### src/rtl/wb_regfile.sv
// wb_regfile: register file with per-register pending scoreboard for an
// in-order issue stage feeding a one-stage ALU.
//
// Ports:
//   clk, rst            single clock, synchronous active-high reset
//   issue_valid_i       decoder presents an instruction this cycle
//   issue_wb_wr_i       presented instruction writes a destination register
//   issue_reg_dst_i     destination of the presented instruction
//   rd_en_1_i/2_i       source 1/2 used by the presented instruction
//   rd_addr_1_i/2_i     source 1/2 register address
//   rd_data_1_o/2_o     source operand values (with same-cycle writeback bypass)
//   stall_o             presented instruction is not accepted this cycle
//   wb_wr_i             ALU writeback enable
//   reg_dst_i           ALU writeback address
//   dst_i               ALU result
module wb_regfile #(
    parameter int unsigned DATA_W = 32,
    parameter int unsigned NREG   = 16,
    localparam int unsigned AW    = (NREG > 1) ? $clog2(NREG) : 1
) (
    input  logic              clk,
    input  logic              rst,
    input  logic              issue_valid_i,
    input  logic              issue_wb_wr_i,
    input  logic [AW-1:0]     issue_reg_dst_i,
    input  logic              rd_en_1_i,
    input  logic              rd_en_2_i,
    input  logic [AW-1:0]     rd_addr_1_i,
    input  logic [AW-1:0]     rd_addr_2_i,
    output logic [DATA_W-1:0] rd_data_1_o,
    output logic [DATA_W-1:0] rd_data_2_o,
    output logic              stall_o,
    input  logic              wb_wr_i,
    input  logic [AW-1:0]     reg_dst_i,
    input  logic [DATA_W-1:0] dst_i
);

    logic [DATA_W-1:0] r_regs [NREG];
    logic [NREG-1:0]   r_pending;

    logic              w_wb_valid;
    logic              w_byp_1;
    logic              w_byp_2;
    logic              w_hazard_1;
    logic              w_hazard_2;
    logic              w_issue_set;
    logic [NREG-1:0]   w_pending_d;

    // Writes to r0 are dropped entirely, so r0 never becomes pending either.
    assign w_wb_valid = wb_wr_i && (reg_dst_i != '0);

    assign w_byp_1 = w_wb_valid && (reg_dst_i == rd_addr_1_i);
    assign w_byp_2 = w_wb_valid && (reg_dst_i == rd_addr_2_i);

    always_comb begin
        rd_data_1_o = r_regs[rd_addr_1_i];
        if (rd_addr_1_i == '0) begin
            rd_data_1_o = '0;
        end else if (w_byp_1) begin
            rd_data_1_o = dst_i;
        end
    end

    always_comb begin
        rd_data_2_o = r_regs[rd_addr_2_i];
        if (rd_addr_2_i == '0) begin
            rd_data_2_o = '0;
        end else if (w_byp_2) begin
            rd_data_2_o = dst_i;
        end
    end

    // A writeback arriving this cycle resolves the hazard through the bypass.
    assign w_hazard_1 = rd_en_1_i && (rd_addr_1_i != '0) && r_pending[rd_addr_1_i] && !w_byp_1;
    assign w_hazard_2 = rd_en_2_i && (rd_addr_2_i != '0) && r_pending[rd_addr_2_i] && !w_byp_2;

    assign stall_o = issue_valid_i && (w_hazard_1 || w_hazard_2);

    assign w_issue_set = issue_valid_i && !stall_o && issue_wb_wr_i && (issue_reg_dst_i != '0);

    // Set is applied after clear so a same-cycle collision leaves the bit at 1.
    always_comb begin
        w_pending_d = r_pending;
        for (int i = 0; i < int'(NREG); i++) begin
            if (w_wb_valid && (reg_dst_i == AW'(i))) begin
                w_pending_d[i] = 1'b0;
            end
            if (w_issue_set && (issue_reg_dst_i == AW'(i))) begin
                w_pending_d[i] = 1'b1;
            end
        end
    end

    always_ff @(posedge clk) begin
        if (rst) begin
            r_pending <= '0;
            for (int i = 0; i < int'(NREG); i++) begin
                r_regs[i] <= '0;
            end
        end else begin
            r_pending <= w_pending_d;
            if (w_wb_valid) begin
                r_regs[reg_dst_i] <= dst_i;
            end
        end
    end

endmodule

### config.mk
export PLATFORM = sky130hd
export DESIGN_NAME = wb_regfile
export DESIGN_NICKNAME = d
export VERILOG_FILES = /design/src/rtl/wb_regfile.sv
export SDC_FILE = /design/constraint.sdc
export NUM_CORES = 1
export LEC_CHECK = 0
export ABC_AREA = 1
export CAP_MARGIN = 20
export CORE_ASPECT_RATIO = 1.75
export CORE_MARGIN = 4
export CORE_UTILIZATION = 60
export DETAILED_ROUTE_END_ITERATION = 10
export PLACE_DENSITY = 0.79
export RECOVER_POWER = 25
export SYNTH_ARGS = -nofsm -noshare
export SYNTH_HDL_FRONTEND = slang
export SYNTH_SLANG_ARGS = --single-unit
### constraint.sdc
create_clock -name clk -period 4.4 [get_ports clk]
set_clock_uncertainty 0.05 [all_clocks]
set_input_delay 0.88 -clock clk [delete_from_list [all_inputs] [get_ports clk]]
set_output_delay 0.88 -clock clk [all_outputs]
set_load 0.01 [all_outputs]
# Word-level counts from Yosys, hierarchy flattened
# Memory sizes are Yosys's and may differ from the RTL's.
# Index checks and enable logic that the tools add are counted.
totals:
  wordCells: 173
  ramBits: 512
  mem_count: 1
  output_inout_bits: 65
  regBits: 16
  in_bits: 55
classes:
  n_reduce_logical: 74
  eq_ne: 32
  order_cmp: 2
  mux: 48
mem_list:
  columns: ["name", "words", "width", "rd", "rd_ports_with_merged_regs", "wr", "line_no", "source"]
  rows:
  - ["r_regs", 16, 32, 2, 0, 16, "38", "logic [DATA_W-1:0] r_regs [NREG];"]
ops:
  columns: ["cell", "count"]
  rows:
  - ["$mux 32", 5]
  - ["$eq 4x4->1 const B", 16]
  - ["$logic_and 1x1->1", 45]
  - ["$mux 1", 40]
  - ["$eq 4x3->1 const B", 8]
  - ["$reduce_bool 2->1", 16]
  - ["$reduce_or 32->1", 1]
  - ["$eq 4x2->1 const B", 4]
  - ["$logic_not 4->1", 4]
  - ["$reduce_bool 4->1", 4]
  - ["$lt 4x5->1 const B", 2]
  - ["$bmux 1 s4", 2]
  - ["$eq 4x1->1 const B", 2]
  - ["$eq 4x4->1", 2]
  - ["$mux 4", 1]
  - ["$logic_not 1->1", 3]
  - ["$logic_or 1x1->1", 1]

# Logic depth before layout (Yosys ltp)
logic_depth:
  depth_word: 13
  depth_mapped: 16
  mapped_depth_nobuf: 13

# Least setup slack after synthesis
# Ideal clock, no wire load.
synth_timing:
  path_kind: "in2out"
  from: "input rd_addr_2_i[0]"
  to: "output rd_data_2_o[0]"
  setup_slack_ns: 1.331
  stages: 10
  n_path_buf: 4
  required_time_ns: 3.470
  t_arrival_ns: 2.139
  path_cell_list: "buf_4 inv_4 buf_4 buf_4 buf_2 a21oi_1 o21ai_0 o211ai_1 nand2_1 a41oi_1"
synth_between:
  elab_chain_cells: 4
  elab_cells_between_ends: 6
  cone_classes: "1 x eq/ne; 2 x mux; 2 x reduce/logical; 1 x memory"
synth_lines:
  columns: ["item", "line_no", "source"]
  rows:
  - ["start: declaration", "29", "input logic [AW-1:0] rd_addr_2_i,"]
  - ["branches (longest 3 deep; another with $mem_v2 16x32)", null, null]
  - ["$mux 32 (*)", "66", "if (rd_addr_2_i == '0) begin"]
  - ["end: declaration", "31", "output logic [DATA_W-1:0] rd_data_2_o,"]
# Mark *: on every way between the ends.

# Worst setup path in the final report
layout_timing:
  from: "input rd_addr_1_i[2]"
  to: "output rd_data_1_o[5]"
layout_between:
  elab_chain_cells: 4
  elab_cells_between_ends: 6
  cone_classes: "1 x eq/ne; 2 x mux; 2 x reduce/logical; 1 x memory"
layout_lines:
  columns: ["item", "line_no", "source"]
  rows:
  - ["start: declaration", "28", "input logic [AW-1:0] rd_addr_1_i,"]
  - ["branches (longest 3 deep; another with $mem_v2 16x32)", null, null]
  - ["$mux 32 (*)", "57", "if (rd_addr_1_i == '0) begin"]
  - ["end: declaration", "30", "output logic [DATA_W-1:0] rd_data_1_o,"]
# Marked as above.

==> qor.txt <==
status: complete, but fails checks
failing checks: design-rule violations, max-capacitance violations, max-slew violations
P&R area growth vs syn: 13.17%
sequential area share after synthesis: 0.5423
Main synth FF type: edfxtp_1
critical setup path kind: in2out
met3 Use GR: 0.09074
number of synthesized flops with an enable pin: 512
WP data required: 3470 ps
Fmax: 0.2313 GHz
setup TNS: 0 ps
htree depth: 2
top post-synthesis cells by count: 751 x nor2_1, 614 x o21ai_0, 512 x edfxtp_1
Post-Synthesis Cells: 3431
clock root buffer master: clkbuf_16
fin crit share: 0.9828
CP endpoint kind: output port
ANT cells: 0
average wire per standard cell: 27.37 um
final core occ: 0.6860
clock buffer depth: 3
hold_buf cts: 0
Pleak: 12.57 nW
final layout net count: 3505
final wirelength: 111.8 mm
CTS tree: done
Die Area: 0.05195 mm2
vias in the first global route: 27560
worst hold-check path type: reg2reg
CTS Sinks: 528
clock slew at reported path FFs: 70 ps
Yosys top cell area share: 0.5312
dpl cell area: 0.03117 mm2
power density over cell area: 377.2 mW/mm2
synth unique cells: 32
core area: 0.04775 mm2
M2 GR Usage: 0.6750
relative slew slack: -1.178
number of detailed-route iterations in the first pass: 11
Initial Util: 0.6062
GP Congestion: 0.9895
most common cell in the netlist: nor2_1
ys async rst share: 0
Num CTS Buffers: 48
Tot GR Track Use: 0.4152
layout cell share with drive strength beyond 1: 0.06619
via count: 27900
max-slew violations: 273
Mapped Area: 0.02894 mm2
number of port buffers: 119
Worst Max-Slew Pin Slew: 3267 ps
clock period minus final worst setup slack: 4324 ps
Die H: 298.5 um
fin area: 0.03275 mm2
initial antenna violation count: 1
DRC errors left: 1
global-route layer with the greatest usage: met2
global route overflow: 0
dpl hpwl: 67.58 mm
I/O pin total: 120
mean post-synth cell area: 8.436 um2
register bit total from synthesis: 528
Max-cap violations: 8
Worst EP arrival: 3390 ps
Vias/cell: 6.830
top cells by area, synth: edfxtp_1 53%, o21ai_0 11%, nor2_1 9.7%, a21oi_1 4.7%, nand2_1 3.9%
Synth area leader: edfxtp_1
unrepaired setup endpoints after global routing: no
row count: 106
worst skew pair latency: 580 ps
number of synthesis warnings: 0
final hold viol count: 0
Die Wd: 174.0 um
maximum vdd drop: 332.9 uV
first-pass GRT wire length: 163.7 mm
largest net degree at the start of global routing: 87
setup bufs post-CTS: 0
DRT iter0 DRCs: 4935
CP startpoint kind: primary input
met1 usage: 0.4798
Post-CTS Resized: 0
Max FO, Critical Path: 28
final setup violation count: 0
Detail Route Antenna Nets: 0
[per-stage QoR]
stage                     cells  hold WS (ps)  setup WS (ps)  total power [W]
after floorplan            3462         376.9           1331         0.007003
after global placement     3994         394.1          108.3         0.007820
after detailed placement   3994         413.1          139.9         0.007884
after CTS                  4084         423.5          131.1          0.01228
after global routing       4084         439.4          16.97          0.01268
final                      4084         424.8          75.77          0.01235
[critical path: stages]
cell	delay, ps
clkdlybuf4s50_1	710
buf_4	250
nor3_1	80
inv_1	180
buf_12	230
o21ai_0	120
a21oi_1	300
clkdlybuf4s50_1	610
[cell type report]
cell class | count | area (um2)
sequential | 528 | 15700
clock inverter | 33 | 382.9
inverter | 254 | 958.4
multi-input combinational | 2370 | 11110
timing repair buffer | 248 | 2591
fill | 3781 | 14990
tap | 594 | 743.2
clock buffer | 57 | 1277
[sequential cells by signal, indices dropped and copies added, names as in the netlist]
signal     cells
r_regs       512
r_pending     16
[logic make-up (layout without fill, tap and decap cells)]
group,Yosys count,after routing,share of synthesized area
xor gates and xnor gates,7,7,0.002118
other,1,32,0.0001296
and+or+nand+nor,1254,1254,0.1719
AOI/OAI and AO/OA,1077,1077,0.2024
DFF,528,528,0.5423
buffers and inverters,564,592,0.08123
[final timing paths]
path | from | endpoint | slack [ps] | depth (start not counted)
hold reg to reg | r_pending[0]$_SDFFE_PP0P_ | r_pending[0]$_SDFFE_PP0P_ | 420 | 2
setup reg to reg | r_pending[5]$_SDFFE_PP0P_ | r_pending[14]$_SDFFE_PP0P_ | 2680 | 13
hold / removal | r_pending[0]$_SDFFE_PP0P_ | r_pending[0]$_SDFFE_PP0P_ | 420 | 2
setup / recovery | rd_addr_1_i[2] | rd_data_1_o[5] | 80 | 8
[power by group]
part           switching [W]  leakage, nW  internal [W]  total (W)
Combinational        0.00131         6.73      0.000629    0.00194
Clock                0.00193        0.818       0.00256    0.00449
Sequential          0.000125         5.02       0.00580    0.00593
[layout by cell type (no fill, tap or decap), types with 3 or more instances in the layout]
cell type	Yosys	final
clkdlybuf4s50_1	0	112
a21oi_1	269	269
bufinv_16	0	8
clkbuf_2	2	6
o221ai_1	19	19
conb_1	1	32
nand2_2	3	18
buf_12	0	40
o211ai_1	104	104
inv_1	248	247
nor2_1	751	748
dfxtp_1	16	16
clkinv_1	1	9
o22ai_1	7	7
buf_4	13	70
clkbuf_16	0	50
a41oi_1	33	30
clkbuf_1	177	21
o21ai_1	30	30
nor2_4	1	5
a41oi_2	0	3
nand3_1	193	192
inv_2	4	4
nor3_1	3	3
xor2_1	5	5
o21ai_0	614	614
edfxtp_1	512	512
nand2_1	300	285
clkinv_2	0	12
[per-layer routing]
| layer | share of wire | routed length [um] | vias up |
|---|---|---|---|
| li1 | - | - | 11830 |
| met1 | 0.31 | 34770 | 12930 |
| met2 | 0.47 | 52090 | 2397 |
| met3 | 0.12 | 13840 | 739 |
| met4 | 0.099 | 11080 | 0 |
| met5 | 0 | 0 | - |
Power figures use the tool's default switching activity.
